**config.mk**
```make
export PLATFORM = sky130hd
export DESIGN_NAME = jtag_reg_access
export DESIGN_NICKNAME = d
export VERILOG_FILES = /design/src/rtl/jtag_reg_access_pkg.sv /design/src/rtl/jtag_reg_access.sv
export SDC_FILE = /design/constraint.sdc
export NUM_CORES = 1
export LEC_CHECK = 0
export BUFFER_PORTS_ARGS = -buffer_cell sky130_fd_sc_hd__buf_2
export CORE_MARGIN = 4
export CORE_UTILIZATION = 40
export DETAILED_ROUTE_END_ITERATION = 10
export GPL_TIMING_DRIVEN = 0
export PLACE_DENSITY = 0.72
export REMOVE_ABC_BUFFERS = 1
export SKIP_LAST_GASP = 1
export SYNTH_ARGS = -nofsm -noshare
export SYNTH_HDL_FRONTEND = slang
export SYNTH_SLANG_ARGS = --single-unit
```
**constraint.sdc**
```tcl
create_clock -name clk -period 2.88 [get_ports clk]
set_input_delay 0.864 -clock clk [delete_from_list [all_inputs] [get_ports clk]]
set_output_delay 0.864 -clock clk [all_outputs]
set_load 0.02 [all_outputs]
```
**src/rtl/jtag_reg_access_pkg.sv**
```systemverilog
// Shared constants for the debug-side GPR access sequencer.
// The GPR geometry matches the register file this block sits in front of.
package jtag_reg_access_pkg;

    // Register-file geometry: 32 general-purpose registers of 32 bits each.
    localparam int GPR_ADDR_W = 5;
    localparam int GPR_DATA_W = 32;

    // Width needed to count write attempts up to and including max_attempts.
    function automatic int retry_cnt_width(input int max_attempts);
        int w;
        w = $clog2(max_attempts + 1);
        return (w < 1) ? 1 : w;
    endfunction

endpackage

```
**src/rtl/jtag_reg_access.sv**
```systemverilog
// Debug-side GPR access sequencer. It accepts single read or write requests
// from the JTAG debug module and drives the register file's JTAG port. The
// register file lets EX write-back win over a JTAG write, so any cycle with
// an EX write to a real register (not x0) is treated as a lost JTAG write.
// The write is then retried, up to RETRY_MAX attempts, before an error
// response is returned.
module jtag_reg_access
    import jtag_reg_access_pkg::*;
#(
    parameter int ADDR_W       = GPR_ADDR_W,
    parameter int DATA_W       = GPR_DATA_W,
    parameter int RETRY_MAX    = 8,
    parameter bit REQUIRE_HALT = 1'b1
) (
    input  logic              clk,
    input  logic              rst,

    input  logic              req_valid_i,
    output logic              req_ready_o,
    input  logic              req_we_i,
    input  logic [ADDR_W-1:0] req_addr_i,
    input  logic [DATA_W-1:0] req_wdata_i,

    output logic              resp_valid_o,
    input  logic              resp_ready_i,
    output logic [DATA_W-1:0] resp_data_o,
    output logic              resp_err_o,

    input  logic              core_halted_i,
    input  logic              ex_we_i,
    input  logic [ADDR_W-1:0] ex_waddr_i,

    output logic              jtag_we_o,
    output logic [ADDR_W-1:0] jtag_addr_o,
    output logic [DATA_W-1:0] jtag_data_o,
    input  logic [DATA_W-1:0] jtag_rdata_i
);

    typedef enum logic [1:0] {
        IDLE   = 2'd0,
        ACCESS = 2'd1,
        RESP   = 2'd2
    } state_t;

    localparam int               CNT_W      = retry_cnt_width(RETRY_MAX);
    localparam logic [CNT_W-1:0] LAST_RETRY = CNT_W'(RETRY_MAX - 1);

    state_t           state;
    logic             we_q;
    logic [CNT_W-1:0] retry_cnt;
    logic             collision;

    // An EX write-back to x0 never reaches the array, so it does not block
    // the JTAG write; every other EX write in the same cycle does.
    assign collision = ex_we_i && (ex_waddr_i != '0);

    // The write enable comes straight from the state register, so a reset
    // removes it immediately without waiting for a clock edge.
    assign jtag_we_o = (state == ACCESS) && we_q;

    // Request/response sequencing, retry counting and registered outputs.
    // Address and data stay latched outside ACCESS so the register file's
    // read port sees a stable index while the response is pending.
    always_ff @(posedge clk or posedge rst) begin
        if (rst) begin
            state        <= IDLE;
            req_ready_o  <= 1'b1;
            resp_valid_o <= 1'b0;
            resp_data_o  <= '0;
            resp_err_o   <= 1'b0;
            jtag_addr_o  <= '0;
            jtag_data_o  <= '0;
            we_q         <= 1'b0;
            retry_cnt    <= '0;
        end else begin
            unique case (state)
                IDLE: begin
                    if (req_valid_i) begin
                        jtag_addr_o <= req_addr_i;
                        jtag_data_o <= req_wdata_i;
                        we_q        <= req_we_i;
                        req_ready_o <= 1'b0;
                        if (REQUIRE_HALT && !core_halted_i) begin
                            state        <= RESP;
                            resp_valid_o <= 1'b1;
                            resp_err_o   <= 1'b1;
                            resp_data_o  <= '0;
                        end else begin
                            state <= ACCESS;
                        end
                    end
                end

                ACCESS: begin
                    if (!we_q) begin
                        state        <= RESP;
                        resp_valid_o <= 1'b1;
                        resp_err_o   <= 1'b0;
                        resp_data_o  <= jtag_rdata_i;
                    end else if (!collision) begin
                        state        <= RESP;
                        resp_valid_o <= 1'b1;
                        resp_err_o   <= 1'b0;
                        resp_data_o  <= '0;
                    end else if (retry_cnt == LAST_RETRY) begin
                        state        <= RESP;
                        resp_valid_o <= 1'b1;
                        resp_err_o   <= 1'b1;
                        resp_data_o  <= '0;
                        retry_cnt    <= retry_cnt + CNT_W'(1);
                    end else begin
                        retry_cnt <= retry_cnt + CNT_W'(1);
                    end
                end

                RESP: begin
                    if (resp_ready_i) begin
                        state        <= IDLE;
                        resp_valid_o <= 1'b0;
                        req_ready_o  <= 1'b1;
                        retry_cnt    <= '0;
                    end
                end

                default: begin
                    state <= IDLE;
                end
            endcase
        end
    end

endmodule

```
# Yosys cells after proc, flatten, opt, wreduce, memory -nomap -nowiden
# Cells that the tools add are included.
# totals
register_bits	79
latchBits	0
ram_bits	0
romBits	0
inputBits	81
mem_count	0
# op_classes
n_addsub	1
multipliers	0
n_div	0
magnitude_cmp	0
n_eq_ne	9
shifts	0
n_mux	30
n_bitwise	0
n_reduce_logical	14
# op_table
cell	count
$mux 32	5
$pmux 32 s2	1
$mux 2	6
$mux 4	3
$mux 1	10
$ne 2x2->1 const B	5
$pmux 4 s2	1
$reduce_and 4->1	2
$pmux 2 s3	1
$reduce_and 3->1	2
$reduce_bool 2->1	3
$reduce_and 5->1	1
$reduce_bool 5->1	1
$add 4x1->4 const B	1
$eq 4x3->1 const B	1
$ne 4x3->1 const B	1
$pmux 1 s2	2
$pmux 1 s3	1
$reduce_bool 3->1	1
$eq 2x1->1 const B	1
$eq 2x2->1 const B	1
$logic_and 1x1->1	2
$logic_not 2->1	1
$reduce_and 2->1	1

# Longest topological paths before layout
# Gate-level depths: netlist (run 1).
# depth
ltp_word	5
ltp_mapped	7
mapped_depth_nobuf	5

# Worst setup path after synthesis (run 1)
# OpenSTA, ideal clock, no wires.
# synth_path
path_type	input -> register
startpoint	input ex_waddr_i[0]
endpoint	register resp_data_o[10]
setup_ps	121
t_arrival_ps	2060
slack_ps	699
stages	5
n_path_buf	1
path_cell_list	or4_4 o211ai_4 o31ai_4 buf_6 a22o_1
# synth_via
elab_chain_cells	5
word_cells_on_any_way	7
cone_classes	1 x eq/ne; 3 x mux; 3 x reduce/logical
# synth_rtl
element	line	source
start: declaration	jtag_reg_access.sv:31	input logic [ADDR_W-1:0] ex_waddr_i,
$reduce_bool 5->1 *	jtag_reg_access.sv:55	assign collision = ex_we_i && (ex_waddr_i != '0);
$logic_and 1x1->1 *	jtag_reg_access.sv:55	
$mux 32	jtag_reg_access.sv:100	end else if (!collision) begin
$mux 32	jtag_reg_access.sv:95	if (!we_q) begin
$pmux 32 s2	jtag_reg_access.sv:76	unique case (state)
end signal: assignment	jtag_reg_access.sv:99	resp_data_o <= jtag_rdata_i;
end: declaration	jtag_reg_access.sv:26	output logic [DATA_W-1:0] resp_data_o,
# Every way passes the cells marked *; elsewhere a longest branch is shown, timed or not.
# A chain may end at the register's enable or synchronous reset.

# Final worst setup path (run 1)
# layout_path
startpoint	register state[1]
endpoint	output jtag_we_o
# layout_via
elab_chain_cells	2
# layout_rtl
element	line	source
start: declaration	jtag_reg_access.sv:48	state_t state;
start signal: assignment	jtag_reg_access.sv:66	state <= IDLE;
start signal: assignment	jtag_reg_access.sv:84	state <= RESP;
start signal: assignment	jtag_reg_access.sv:89	state <= ACCESS;
$eq 2x1->1	jtag_reg_access.sv:59	assign jtag_we_o = (state == ACCESS) && we_q;
$logic_and 1x1->1	jtag_reg_access.sv:59	
end: declaration	jtag_reg_access.sv:33	output logic jtag_we_o,
# Every way passes these cells.

==> out/qor.csv, run 1 <==
metric;value;unit
status;finished clean;
clock network power share;18.1;%
Post-Place Worst Slack;0.305;ns
Ports;154;
RSZ-0062 raised after global routing;no;
antenna cells;0;
IO buf count;153;
Final Cycle Share;80.9;%
Clock Sinks;79;
area delta synth->final;35.7;%
commonest non-fill, non-tap cell in the layout;buf_2;
asr flop ratio synth;100;%
Yosys cell types;32;
post-route ant nets;0;
post-CTS setup buffers;0;
fillcell total;638;
via count;2336;
die width;96.0;µm
sequential share of power;39.6;%
Hold Buf Count CTS;0;
CP max stage delay;0.61;ns
clk_skew;0.0101;ns
die outline area;0.00922;mm²
fin crit period;2.33;ns
Die Y;96.0;µm
worst hold path class;reg2reg;
RD Place Congestion;0.787;
LEAKAGE;0.00216;µW
syn_area_per_cell;14.6;µm²
Tightest Pin Transition;1.20;ns
commonest cells after routing, fill and taps aside;buf_2 (153), dfrtp_1 (78), mux2_2 (33), a22o_1 (32);
Crit path arrival time;1.46;ns
critical setup path kind;reg2out;
final worst setup slack;0.551;ns
placed cell area;0.00399;mm²
Core Box Area;0.00741;mm²
Synth Register Bits;79;
vias in the first global route;2395;
Post-Syn Area;0.00310;mm²
final hold vios;0;
Critical Path Start Type;register;
Sw Ratio;38.9;%
Initial Util;41.8;%
post-DR wirelength/cell;14.8;µm
CTS buffer count;9;
final setup violation count;0;
Comb pwr share;42.3;%
Post-synth EDFFs;0;
total grt overflow;0;
share of cells above drive strength 1;57.5;%
pwr dens;1160;mW/mm²
max cap viols;0;
DRC viols;0;
sequential area share after synthesis;63.8;%
Final HPWL DP;5320;µm
Clock Path Buffers;2;
# H-tree levels;3;
DRC marker count from the first detailed-route iteration;43;
Synth Instances;213;
Slew HR;20.3;%
Ys Warns;0;
Initial DRT Pass Iterations;5;
first-pass GRT wire length;11100;µm
CTS tree;done;
GR Util met1;20.9;%
max-slew violations;0;
vias per std cell;4.94;
met2 Resource Use GR;23.5;%
Peak supply drop;0.574;mV
busiest grt layer;met2;
largest net degree at the start of global routing;44;
clock latency on the worst-skew pair;0.34;ns
# rows;31;
GRT met3 Usage;4.38;%
worst-path fanout max;11;
Layout Nets;451;
routed wire length;7000;µm
Primary FF master, synth;dfrtp_1;
initial antenna violation count;0;
Clock Tree Root;clkbuf_8;
post-route cell area;0.00421;mm²
Tot GR Track Use;15.7;%
sw power;1890;µW
Worst path slowest cell;dfrtp_1;
Peak Freq;429;MHz
crit path cell chain;inv_1 -> and3_1 -> buf_2;
clk slew on worst S/H paths;0.08;ns
Setup crit end kind;output port;
Internal;2970;µW
CTS resizes;0;
Critical Path RT;2.02;ns
cells in the mapped netlist, types with 2 or more instances:
library cell,n,area [µm²]
buf_6,3,33.8
nand2b_1,2,12.5
inv_1,3,11.3
o21ai_0,3,15.0
nand3_1,2,10.0
dfrtp_1,78,1950
o221a_1,2,22.5
and3_1,2,12.5
a22o_1,32,280
buf_2,7,35.0
a21oi_1,6,30.0
nand2_1,9,33.8
nor3_1,3,15.0
mux2_1,5,56.3
mux2_2,33,372
nor2_1,7,26.3
sequential cells by signal, summed over array words and instances (netlist names):
signal / count
jtag_addr_o: 5
jtag_data_o: 32
req_ready_o: 1
resp_data_o: 32
resp_err_o: 1
resp_valid_o: 1
retry_cnt: 4
state: 2
we_q: 1
cell type report:
class | count | area, µm² | area share [%]
inverters | 3 | 13.8 | 0.327
clock inverters | 7 | 96.3 | 2.29
well taps | 99 | 124 | 2.94
clock buffers | 9 | 124 | 2.94
flip-flops and latches | 79 | 1980 | 47.0
multi-input cells | 119 | 1040 | 24.8
repair buffers | 157 | 828 | 19.7
final timing paths:
check                                from              end  slack (ns)  cells after the start
setup / recovery                 state[1]        jtag_we_o        0.55                      3
hold / removal             jtag_data_o[8]   jtag_data_o[8]        0.49                      1
setup reg to reg                 state[0]   resp_data_o[6]        0.70                      4
hold reg to reg            jtag_data_o[8]   jtag_data_o[8]        0.49                      1
max in group asynchronous             rst      req_ready_o        1.71                      3
min in group asynchronous             rst  jtag_data_o[23]        0.53                      2
through the flow:
stage,util (%),hold WS (ns),instances,TNS [ns],total power (µW)
after floorplan,-,0.541,201,-10.27,3240
after global placement,52.8,0.466,453,-125.12,3940
after detailed placement,53.8,0.477,457,0,4030
after CTS,56.8,0.494,473,0,4930
after global routing,56.8,0.519,473,0,5200
final,56.8,0.487,473,0,4860
routing by layer:
metal / up-vias / wire length, µm
li1: 1093 / -
met1: 1088 / 2870
met2: 141 / 3140
met3: 14 / 849
met4: 0 / 141
met5: - / 0
power by group through the flow:
stage	clock (µW)	combinational (µW)	sequential (µW)
after global routing	969	2220	2000
after global placement	0	2030	1920
after floorplan	0	712	2520
final	881	2050	1930
after detailed placement	0	2100	1930
after CTS	916	2090	1930
kinds of logic after synthesis:
group	after synthesis	synth area share [%]
simple gates	29	4.64
flops	79	63.8
compound gates	51	14.4
buf+inv	15	2.95
mux	38	13.8
fa+ha+maj	1	0.404
worst max-delay path, delay by kind of cell, from the launching register on:
family	cells	cell delay, ns
DFF	1	0.61
and+or+nand+nor	1	0.22
buffers and inverters	2	0.30
(Power assumes the default switching activity.)
==> run 2, diff against run 1 <==
ABC_AREA = 1   (was default)
PLACE_DENSITY = 0.71   (was 0.72)
clock period = 2 ns   (was 2.88 ns; I/O delays follow)
==> run 2 against run 1 <==
  * Synthesized cell count up 76%
  * Total power up 47%
  * Sequential cell count unchanged
  * Combinational power up 57%
  * Critical path type unchanged
  * Critical endpoint unchanged
  * Sequential share of layout area down 0.92 points
  * Worst setup slack worse by 0.41 ns
==> out/qor.csv, run 2 <==
metric;value;unit;change
Final HPWL DP;5670;µm;+6.6%
total grt overflow;0;;unchanged
post-CTS setup buffers;0;;unchanged
LEAKAGE;0.00259;µW;+20%
worst hold path class;in2async;;
commonest cells in the synthesized netlist;nand2_1 (197), dfrtp_1 (78), nand3_1 (38);;
IO buf count;153;;unchanged
Core Box Area;0.00781;mm²;+5.4%
# H-tree levels;3;;unchanged
antenna cells;0;;unchanged
Hold Buf Count CTS;0;;unchanged
fin crit period;1.86;ns;
Primary FF master, synth;dfrtp_1;;
Setup crit end kind;output port;;
final setup violation count;0;;unchanged
post-synth top area share;60.4;%;-2.6 points
Die Y;97.9;µm;+1.9%
first-pass GRT wire length;13600;µm;+22%
vias per std cell;4.61;;-6.6%
clk slew on worst S/H paths;0.08;ns;about the same
sequential area share after synthesis;61.2;%;-2.6 points
Initial Util;41.4;%;-0.44 points
Worst path slowest cell;dfrtp_1;;
Peak Freq;539;MHz;
Tightest Pin Transition;0.779;ns;-0.416 ns
max-slew violations;0;;unchanged
DRC viols;0;;unchanged
die width;97.9;µm;+1.9%
placed cell area;0.00406;mm²;+1.9%
max cap viols;0;;unchanged
commonest cells after routing, fill and taps aside;nand2_1 (197), buf_2 (153), dfrtp_1 (78), nand3_1 (38);;
top cells by area, synth;dfrtp_1 (60%), nand2_1 (23%), nand3_1 (5.9%);;
Ys Warns;0;;unchanged
Layout Nets;607;;+35%
Critical Path RT;1.40;ns;-0.62 ns
CTS buffer count;9;;unchanged
final hold vios;0;;unchanged
area delta synth->final;32.8;%;
Initial DRT Pass Iterations;4;;-1
Clock Sinks;79;;unchanged
post-route cell area;0.00429;mm²;+2.0%
worst hold margin;0.241;ns;-0.246 ns
Synth Instances;375;;+76%
Clock Tree Root;clkbuf_8;;
Critical Path Start Type;register;;
post-route ant nets;0;;unchanged
pwr dens;1670;mW/mm²;+44%
via count;2916;;+25%
Tot GR Track Use;17.4;%;+1.7 points
# rows;32;;+3.2%
fillcell total;736;;+15%
Peak supply drop;0.893;mV;+56%
critical setup path kind;reg2out;;
DRC marker count from the first detailed-route iteration;118;;+170%
CP delay by family, top;flip-flops;;
Crit path arrival time;1.26;ns;-0.20 ns
vias in the first global route;2981;;+24%
post-DR wirelength/cell;13.1;µm;-11%
syn_area_per_cell;8.62;µm²;-41%
worst path buffer plus inverter count;3;;+1
commonest non-fill, non-tap cell in the layout;nand2_1;;
CP max stage delay;0.48;ns;-0.13 ns
Final Cycle Share;92.8;%;
worst-path fanout max;4;;-7
initial antenna violation count;0;;unchanged
largest registers;jtag_data_o: 32 flops, resp_data_o: 32 flops, jtag_addr_o: 5 flops;;
die outline area;0.00958;mm²;+3.9%
clk_skew;0.00723;ns;-0.00285 ns
Core Util, Final;55.0;%;-1.8 points
status;finished clean;;
Post-synth EDFFs;0;;unchanged
share of cells above drive strength 1;35.3;%;-22 points
clock latency on the worst-skew pair;0.33;ns;about the same
RD Place Congestion;0.788;;+0.19%
largest net degree at the start of global routing;52;;+18%
RSZ-0062 raised after global routing;no;;
most frequent cell after synthesis;nand2_1;;
Post-Syn Area;0.00323;mm²;+4.3%
crit path cell chain;inv_2 -> nand3_1 -> inv_1 -> buf_2;;
Synth Register Bits;79;;unchanged
Ports;154;;unchanged
asr flop ratio synth;100;%;unchanged
area leader, netlist;dfrtp_1;;
Clock Path Buffers;2;;unchanged
routed wire length;8310;µm;+19%
Slew HR;48.0;%;+28 points
Yosys cell types;24;;-25%
R2R setup slack;0.22;ns;-0.48 ns
CTS tree;done;;
run 2: changes by cell type after synthesis, sizes merged, moves of 6 or more:
cell	delta
nand3	+37
inv	+11
nand2	+189
a22o	-32
clkbuf	+8
nor2	+8
a21oi	-6
mux2	-38
run 2: cell families (layout without fill, tap and decap cells):
family                     count (synthesis)  in the layout  share of synthesized area [%]
xor gates and xnor gates                   1              1                          0.271
adders and majority gates                  1              1                          0.387
buffers and inverters                     32            185                           4.57
AOI/OAI and AO/OA                          7              7                           1.16
and+or+nand+nor                          255            257                           32.4
DFF                                       79             79                           61.2
run 2: area by class of cell:
class	instances	area (µm²)	share of cell area [%]
inverter	15	65.1	1.52
clock inverter	5	56.3	1.31
multi-input combinational	266	1120	26.1
clock buffer	11	151	3.53
sequential	79	1980	46.1
timing repair buffer	154	793	18.5
tap	102	128	2.97
run 2: metal layers:
| layer | part of all wire [%] | global-route usage [%] | up-vias |
|---|---|---|---|
| met1 | 41 | 20.8 | 1318 |
| met3 | 12 | 7.71 | 12 |
| met4 | 1.8 | 7.14 | 0 |
| met5 | 0 | 0 | - |
| met2 | 45 | 27.5 | 129 |
| li1 | - | - | 1457 |
run 2: what timing repair did:
action	CTS	global route
gates cloned	1	1
pin swaps	1	1
setup endpoints to repair	38	38
gates resized for setup	0	3
run 2: path summary, 6_finish.rpt:
check,cells past startpoint,from,end
hold reg to reg,2,jtag_data_o[0],jtag_data_o[0]
setup / recovery,4,state[1],jtag_we_o
hold / removal,2,rst,we_q
setup reg to reg,6,state[1],jtag_data_o[9]
min in group clk,3,req_wdata_i[25],jtag_data_o[25]
max in group asynchronous,3,rst,resp_data_o[0]
run 2: stage by stage:
step	std cells	setup slack [ns]	TNS, ns	total power, µW
final	632	0.144	0	7150
after global routing	632	0.0261	0	7700
after CTS	631	0.00846	0	7190
after detailed placement	614	-0.313	-11.12	5950
after global placement	613	-1.52	-129.74	5850
after floorplan	358	-0.622	-48.61	4740
run 2: report_power, final:
part / internal [µW] / total (µW) / switching (µW)
sequential: 2330 / 2740 / 414
clock: 643 / 1200 / 556
combinational: 952 / 3210 / 2260
